[src/rtl/crc16_pkg.sv]
// CRC-CCITT-16 shared constants, FSM state type and a reference step.
// Used by the frame checker and available to benches and decoders.
package crc16_pkg;

  localparam logic [15:0] CRC16_CCITT_POLY = 16'h1021;
  localparam logic [15:0] CRC16_CCITT_INIT = 16'hFFFF;

  typedef enum logic [1:0] {
    IDLE,
    ACCUM,
    DRAIN,
    REPORT
  } state_t;

  function automatic logic [15:0] crc16_step(
    input logic [15:0] crc,
    input logic [15:0] data
  );
    logic [15:0] c;
    c = crc;
    for (int i = 15; i >= 0; i--) begin
      if (c[15] ^ data[i]) c = (c << 1) ^ CRC16_CCITT_POLY;
      else c = c << 1;
    end
    return c;
  endfunction

endpackage

[src/rtl/crc16_frame_checker_ctrl_if.sv]
// Word stream in, frame result out, for the CRC frame checker.
// master drives words and result-ready; slave is the checker.
interface crc16_frame_checker_ctrl_if #(
  parameter int LEN_W = 7
);
  logic             s_valid;
  logic             s_ready;
  logic [15:0]      s_data;
  logic             s_last;
  logic             m_valid;
  logic             m_ready;
  logic             m_pass;
  logic             m_err_len;
  logic [LEN_W-1:0] m_len;

  modport master (
    output s_valid, s_data, s_last, m_ready,
    input  s_ready, m_valid, m_pass, m_err_len, m_len
  );

  modport slave (
    input  s_valid, s_data, s_last, m_ready,
    output s_ready, m_valid, m_pass, m_err_len, m_len
  );
endinterface

[src/rtl/crc16_word_step.sv]
// Combinational CRC update: folds one 16-bit word MSB-first.
// Shared with the word/CRC decoder.
module crc16_word_step
  import crc16_pkg::*;
#(
  parameter logic [15:0] POLY = CRC16_CCITT_POLY
) (
  input  logic [15:0] crc_in,
  input  logic [15:0] data_in,
  output logic [15:0] crc_out
);

  logic [15:0] c;

  // sixteen serial shifts unrolled into one cycle
  always_comb begin
    c = crc_in;
    for (int i = 15; i >= 0; i--) begin
      if (c[15] ^ data_in[i]) c = (c << 1) ^ POLY;
      else c = c << 1;
    end
    crc_out = c;
  end

endmodule

[src/rtl/crc16_frame_checker_ctrl.sv]
// Frame-level CRC-CCITT-16 checker: folds every word incl. the CRC,
// reports pass/fail per frame and keeps saturating good/bad counts.
module crc16_frame_checker_ctrl
  import crc16_pkg::*;
#(
  parameter logic [15:0] POLY      = CRC16_CCITT_POLY,
  parameter logic [15:0] INIT      = CRC16_CCITT_INIT,
  parameter int          MAX_WORDS = 64,
  parameter int          LEN_W     = 7,
  parameter int          CNT_W     = 16
) (
  input  logic             clk,
  input  logic             rst_n,
  input  logic             soft_clr,
  crc16_frame_checker_ctrl_if.slave bus,
  output logic [CNT_W-1:0] ok_cnt,
  output logic [CNT_W-1:0] bad_cnt
);

  localparam logic [LEN_W-1:0] LEN_MAX = LEN_W'(MAX_WORDS);
  localparam logic [LEN_W-1:0] LEN_SAT = LEN_W'(MAX_WORDS + 1);
  localparam logic [LEN_W-1:0] LEN_MIN = LEN_W'(2);

  state_t           state;
  state_t           state_nxt;
  logic             ready_en;
  logic [15:0]      crc_q;
  logic [15:0]      crc_nxt;
  logic [LEN_W-1:0] cnt_q;
  logic [LEN_W-1:0] cnt_inc;
  logic             s_hs;
  logic             m_hs;
  logic             pass_q;
  logic             err_q;
  logic [LEN_W-1:0] len_q;
  logic             bad_len;

  crc16_word_step #(.POLY(POLY)) u_step (
    .crc_in  (crc_q),
    .data_in (bus.s_data),
    .crc_out (crc_nxt)
  );

  assign bus.s_ready = ready_en && (state != REPORT);
  assign bus.m_valid = (state == REPORT);
  assign bus.m_pass    = pass_q;
  assign bus.m_err_len = err_q;
  assign bus.m_len     = len_q;

  assign s_hs = bus.s_valid && bus.s_ready;
  assign m_hs = bus.m_valid && bus.m_ready;

  assign cnt_inc = (cnt_q == LEN_SAT) ? cnt_q : cnt_q + 1'b1;
  assign bad_len = (state == DRAIN) || (cnt_inc < LEN_MIN)
                || (cnt_inc > LEN_MAX);

  // state register
  always_ff @(posedge clk or negedge rst_n) begin
    if (!rst_n) state <= IDLE;
    else        state <= state_nxt;
  end

  // next-state: frame sequencing, abort has top priority
  always_comb begin
    state_nxt = state;
    unique case (state)
      IDLE, ACCUM: begin
        if (s_hs) begin
          if (bus.s_last)          state_nxt = REPORT;
          else if (cnt_inc == LEN_MAX) state_nxt = DRAIN;
          else                     state_nxt = ACCUM;
        end
      end
      DRAIN: begin
        if (s_hs && bus.s_last) state_nxt = REPORT;
      end
      REPORT: begin
        if (bus.m_ready) state_nxt = IDLE;
      end
      default: state_nxt = IDLE;
    endcase
    if (soft_clr) state_nxt = IDLE;
  end

  // hold s_ready low until the first edge after reset release
  always_ff @(posedge clk or negedge rst_n) begin
    if (!rst_n) ready_en <= 1'b0;
    else        ready_en <= 1'b1;
  end

  // running CRC, word count and registered frame result
  always_ff @(posedge clk or negedge rst_n) begin
    if (!rst_n) begin
      crc_q  <= INIT;
      cnt_q  <= '0;
      pass_q <= 1'b0;
      err_q  <= 1'b0;
      len_q  <= '0;
    end else if (soft_clr) begin
      crc_q  <= INIT;
      cnt_q  <= '0;
      pass_q <= 1'b0;
      err_q  <= 1'b0;
      len_q  <= '0;
    end else if (m_hs) begin
      crc_q <= INIT;
      cnt_q <= '0;
    end else if (s_hs) begin
      cnt_q <= cnt_inc;
      if (state != DRAIN) crc_q <= crc_nxt;
      if (bus.s_last) begin
        len_q  <= cnt_inc;
        err_q  <= bad_len;
        pass_q <= !bad_len && (crc_nxt == 16'h0000);
      end
    end
  end

  // saturating good/bad frame counters, bumped on result handshake
  always_ff @(posedge clk or negedge rst_n) begin
    if (!rst_n) begin
      ok_cnt  <= '0;
      bad_cnt <= '0;
    end else if (soft_clr) begin
      ok_cnt  <= '0;
      bad_cnt <= '0;
    end else if (m_hs) begin
      if (pass_q) begin
        if (ok_cnt != '1) ok_cnt <= ok_cnt + 1'b1;
      end else begin
        if (bad_cnt != '1) bad_cnt <= bad_cnt + 1'b1;
      end
    end
  end

endmodule

[src/flat_wrapper.sv]
// flat-port wrapper written by rule: the top's interface ports become plain ports
module crc16_frame_checker_ctrl_flat import crc16_pkg::*;
#(
  parameter logic [15:0] POLY      = CRC16_CCITT_POLY,
  parameter logic [15:0] INIT      = CRC16_CCITT_INIT,
  parameter int          MAX_WORDS = 64,
  parameter int          LEN_W     = 7,
  parameter int          CNT_W     = 16
)
  (clk, rst_n, soft_clr, ok_cnt, bad_cnt, bus_s_valid, bus_s_data, bus_s_last, bus_m_ready, bus_s_ready, bus_m_valid, bus_m_pass, bus_m_err_len, bus_m_len);
  crc16_frame_checker_ctrl_if #(.LEN_W(LEN_W)) bus_i ();
  input  logic clk;
  input  logic rst_n;
  input  logic soft_clr;
  output logic [CNT_W-1:0] ok_cnt;
  output logic [CNT_W-1:0] bad_cnt;
  input wire logic [$bits(bus_i.s_valid)-1:0] bus_s_valid;
  input wire logic [$bits(bus_i.s_data)-1:0] bus_s_data;
  input wire logic [$bits(bus_i.s_last)-1:0] bus_s_last;
  input wire logic [$bits(bus_i.m_ready)-1:0] bus_m_ready;
  output wire logic [$bits(bus_i.s_ready)-1:0] bus_s_ready;
  output wire logic [$bits(bus_i.m_valid)-1:0] bus_m_valid;
  output wire logic [$bits(bus_i.m_pass)-1:0] bus_m_pass;
  output wire logic [$bits(bus_i.m_err_len)-1:0] bus_m_err_len;
  output wire logic [$bits(bus_i.m_len)-1:0] bus_m_len;
  assign bus_i.s_valid = bus_s_valid;
  assign bus_i.s_data = bus_s_data;
  assign bus_i.s_last = bus_s_last;
  assign bus_i.m_ready = bus_m_ready;
  assign bus_s_ready = bus_i.s_ready;
  assign bus_m_valid = bus_i.m_valid;
  assign bus_m_pass = bus_i.m_pass;
  assign bus_m_err_len = bus_i.m_err_len;
  assign bus_m_len = bus_i.m_len;
  crc16_frame_checker_ctrl #(.POLY(POLY), .INIT(INIT), .MAX_WORDS(MAX_WORDS), .LEN_W(LEN_W), .CNT_W(CNT_W)) u_core (.clk(clk), .rst_n(rst_n), .soft_clr(soft_clr), .bus(bus_i), .ok_cnt(ok_cnt), .bad_cnt(bad_cnt));
endmodule
[config.mk]
export PLATFORM = sky130hd
export DESIGN_NAME = crc16_frame_checker_ctrl_flat
export DESIGN_NICKNAME = d
export VERILOG_FILES = /design/src/rtl/crc16_pkg.sv /design/src/rtl/crc16_frame_checker_ctrl_if.sv /design/src/rtl/crc16_word_step.sv /design/src/rtl/crc16_frame_checker_ctrl.sv /design/src/flat_wrapper.sv
export SDC_FILE = /design/constraint.sdc
export NUM_CORES = 1
export LEC_CHECK = 0
export CORE_AREA = 2 2 93 95
export CTS_CLUSTER_SIZE = 8
export DETAILED_ROUTE_END_ITERATION = 7
export DIE_AREA = 0 0 95 97
export PLACE_DENSITY = 0.76
export REMOVE_ABC_BUFFERS = 1
export SETUP_SLACK_MARGIN = 0.4
export SYNTH_ARGS = -nofsm -noshare
export SYNTH_HDL_FRONTEND = slang
export SYNTH_HIERARCHICAL = 1
export SYNTH_SLANG_ARGS = --single-unit
[constraint.sdc]
create_clock -name clk -period 2.45 [get_ports clk]
set_input_delay 0.245 -clock clk [delete_from_list [all_inputs] [get_ports clk]]
set_output_delay 0.245 -clock clk [all_outputs]
set_load 0.05 [all_outputs]
==> metrics <==
Post-Route Utilization=63.61%; IO Pins=65; minimum clock period=2421 ps; Leak=2.141 nW; area of the multi-input gates=2236 um^2; Peak VDD IR=0.0008031 V; Top FF cell, synth=dfrtp_1; placed cell area=4840 um^2; CP cell instances=xor2_2, buf_4, xnor2_1, xnor3_1, xnor2_2, nor4_2, nand3_1, nor3_2, a22o_1; cts hold-fix bufs=0; CTS buffer count=9; Setup violations, final=0; I/O Buffers=64; die area=9215 um^2; Cell Area, Synth=3924 um^2; Clk Latency, worst-skew pair=340 ps; crit path capture type=register; Worst setup SP type=register; Slowest cell on crit path=dfstp_2; number of synthesized flops with an enable pin=0; Detail Route Antenna Nets=0; Initial Utilization=48.24%; Synth Instances=412; drt pass-1 iters=4; WL final=8892 um; reg2reg end=u_core/bus.m_pass$_DFFE_PN0P_; Clock Skew=14.62 ps; die width=95 um; Via-to-Cell Ratio=5.275; cells on worst reg2reg path=9; syn_area_per_cell=9.524 um^2; largest cells by area after synthesis=dfrtp_1, dfstp_2, xnor2_1; routability congestion estimate=0.8857; final period utilization=98.82%; cell family with most CP delay=XOR/XNOR gates; Placed Instances=597; DR vias=3260; routed len/inst=14.39 um; Yosys warning count=6; Ant. Diodes=0; global route overflow=0; fin cells=618; number of global-route vias before repair=3141; Synth cell types=51; MaxCap Viol Count=0; Hold/Removal Path Class=input pin to asynchronous set/reset pin; Pwr Total=5.725 mW; Slowest Stage Delay on Critical Path=560 ps; layout cells sized above 1=19.49%; Seq cells post-synth=67; DRT iter0 DRCs=115; Layout Area Growth over Synthesis=31.86%; clock sinks=67; pwr/cell area=1107 nW/um^2; final instance area=5174 um^2; initial antenna violation count=0; Least-Margin Pin Slew=856.7 ps; reg-to-reg slack, setup=30 ps; Rows=33; worst-path fanout max=3; Die Y=97 um; Async SR Flop Fraction=100.0%; worst endpoint required time=2720 ps; DRC viols=0; CTS Buffer Depth=2; RSZ-0062 raised after global routing=yes; relative slew slack=42.89%; Total Routing Usage GR=19.84%; global-route wire length before repair=14540 um; critical path arrival=2690 ps; status=finished, final reports clean; largest net degree at the start of global routing=68; Final Hold Viols=0; Buf+Inv Stages, Crit Path=1; post-DP HPWL=6337 um; fmax=413.0 MHz; htree depth=3; Synth top area share=32.53%; nets@finish=534; crit path kind=register to register; area of the core=8134 um^2; Worst-path clk slew=70 ps; FILL cells=653; clock root buffer=clkbuf_8; register area share after synthesis=43.24%; Register Area=1699 um^2; Max Slew Vio Count=0; cell taking the most area after synthesis=dfrtp_1; FF-to-FF Start=u_core/crc_q[15]$_DFFE_PN1P_; CTS tree=built
[worst max-delay path by stage]
stage	startpoint	depth (start not counted)	slack, ps	endpoint
5_1_grt	u_core/crc_q[15]$_DFFE_PN1P_	9	-50	u_core/bus.m_pass$_DFFE_PN0P_
3_5_place_dp	bus_s_data[15]	10	-80	u_core/bus.m_pass$_DFFE_PN0P_
3_3_place_gp	bus_s_data[14]	9	-40	u_core/bus.m_pass$_DFFE_PN0P_
4_1_cts	u_core/crc_q[15]$_DFFE_PN1P_	9	120	u_core/bus.m_pass$_DFFE_PN0P_
2_1_floorplan	u_core/crc_q[15]$_DFFE_PN1P_	8	20	u_core/bus.m_pass$_DFFE_PN0P_
6_report	u_core/crc_q[15]$_DFFE_PN1P_	9	30	u_core/bus.m_pass$_DFFE_PN0P_
[cell type report]
cell class                 count  share of cell area (%)
clock buffer                   9                   2.394
clock inverter                 7                   1.475
inverter                       7                  0.5079
multi-input combinational    326                   43.22
sequential                    67                   32.84
tap                          105                   2.539
timing repair buffer          97                   17.03
[cell usage in the layout, fill, tap and decap left out, types with 2 or more instances in the layout]
| cell | count |
|---|---|
| nor2_1 | 76 |
| clkdlybuf4s50_1 | 61 |
| dfrtp_1 | 49 |
| xnor2_1 | 38 |
| buf_4 | 33 |
| xor2_1 | 29 |
| nand2_1 | 26 |
| nor3_1 | 22 |
| nand3_1 | 22 |
| dfstp_2 | 16 |
| a21oi_1 | 15 |
| and3_1 | 11 |
| clkbuf_8 | 9 |
| o21ai_0 | 9 |
| or3_1 | 8 |
| inv_1 | 7 |
| xnor2_2 | 7 |
| xor2_2 | 6 |
| a22o_1 | 6 |
| nand4_1 | 5 |
| and4_1 | 3 |
| a21o_1 | 3 |
| ha_1 | 3 |
| clkinv_4 | 2 |
| clkinvlp_4 | 2 |
| dlygate4sd2_1 | 2 |
| nor2b_1 | 2 |
| nor2_2 | 2 |
| a31oi_1 | 2 |
| or2_2 | 2 |
| nor4_1 | 2 |
| nor3_2 | 2 |
| dfrtp_2 | 2 |
| xnor3_2 | 2 |
| xnor3_1 | 2 |
[repair_timing]
item                                    CTS  global route
endpoints found under the setup margin   17            19
gates resized for setup                  10            10
pin swaps                                 2             6
buffers inserted                          2             3
[cell families (layout without fill, tap and decap cells)]
group,count (synthesis),after routing,share of synthesized area [%]
compound gates,42,42,6.760
mux,1,1,0.2551
flops,67,67,43.24
xor+xnor,86,86,22.48
simple gates,192,192,23.66
fa+ha+maj,4,4,1.276
buf+inv,19,120,2.232
other cells,1,1,0.09557
[synth_stat cells (3+ instances only)]
cell type	number
nor2_1	77
dfrtp_1	51
xnor2_1	43
xor2_1	32
nand2_1	26
nor3_1	24
nand3_1	22
a21oi_1	16
dfstp_2	16
and3_1	11
o21ai_0	9
or3_1	8
inv_1	7
a22o_1	6
nand4_1	5
clkbuf_1	4
ha_1	4
a21o_1	3
and4_1	3
buf_2	3
nor4_1	3
xnor3_1	3
xor2_2	3
[worst reg2reg max path, cell delays in order (launching register included)]
cell and delay, ps:
dfstp_2 560, xor2_2 70, buf_4 140, xnor2_1 300, xnor3_1 440, xnor2_2 180
nor4_2 230, nand3_1 130, nor3_2 170, a22o_1 140
[layer usage]
metal / GRT usage, % / share of wire [%] / wire length, um
met1: 26.36 / 44 / 3918
met3: 4.050 / 4.3 / 380
met2: 32.90 / 51 / 4492
met5: 0 / 0 / 0
met4: 5.128 / 1.1 / 101
[registers in the layout (all words and copies together), names as in the netlist]
register and cells:
u_core/bad_cnt 16, u_core/bus.m_err_len 1, u_core/bus.m_len 7, u_core/bus.m_pass 1, u_core/cnt_q 7, u_core/crc_q 16
u_core/ok_cnt 16, u_core/ready_en 1, u_core/state 2
[power by group]
part / total (mW) / switching [mW] / internal [mW]
Combinational: 3.42 / 1.58 / 1.84
Clock: 0.920 / 0.445 / 0.475
Sequential: 1.39 / 0.0878 / 1.30
[per-stage QoR]
stage | setup WS [ps] | hold WS [ps] | setup TNS (ps)
6_report | 28.94 | 88.97 | 0
5_1_grt | -54.87 | 167.1 | -54.87
4_1_cts | 117.5 | 118.3 | 0
3_5_place_dp | -81.50 | 484.2 | -81.50
3_3_place_gp | -36.71 | 486.1 | -36.71
2_1_floorplan | 15.35 | -50.59 | 0
Note: power is estimated with default switching activity, not from simulation.
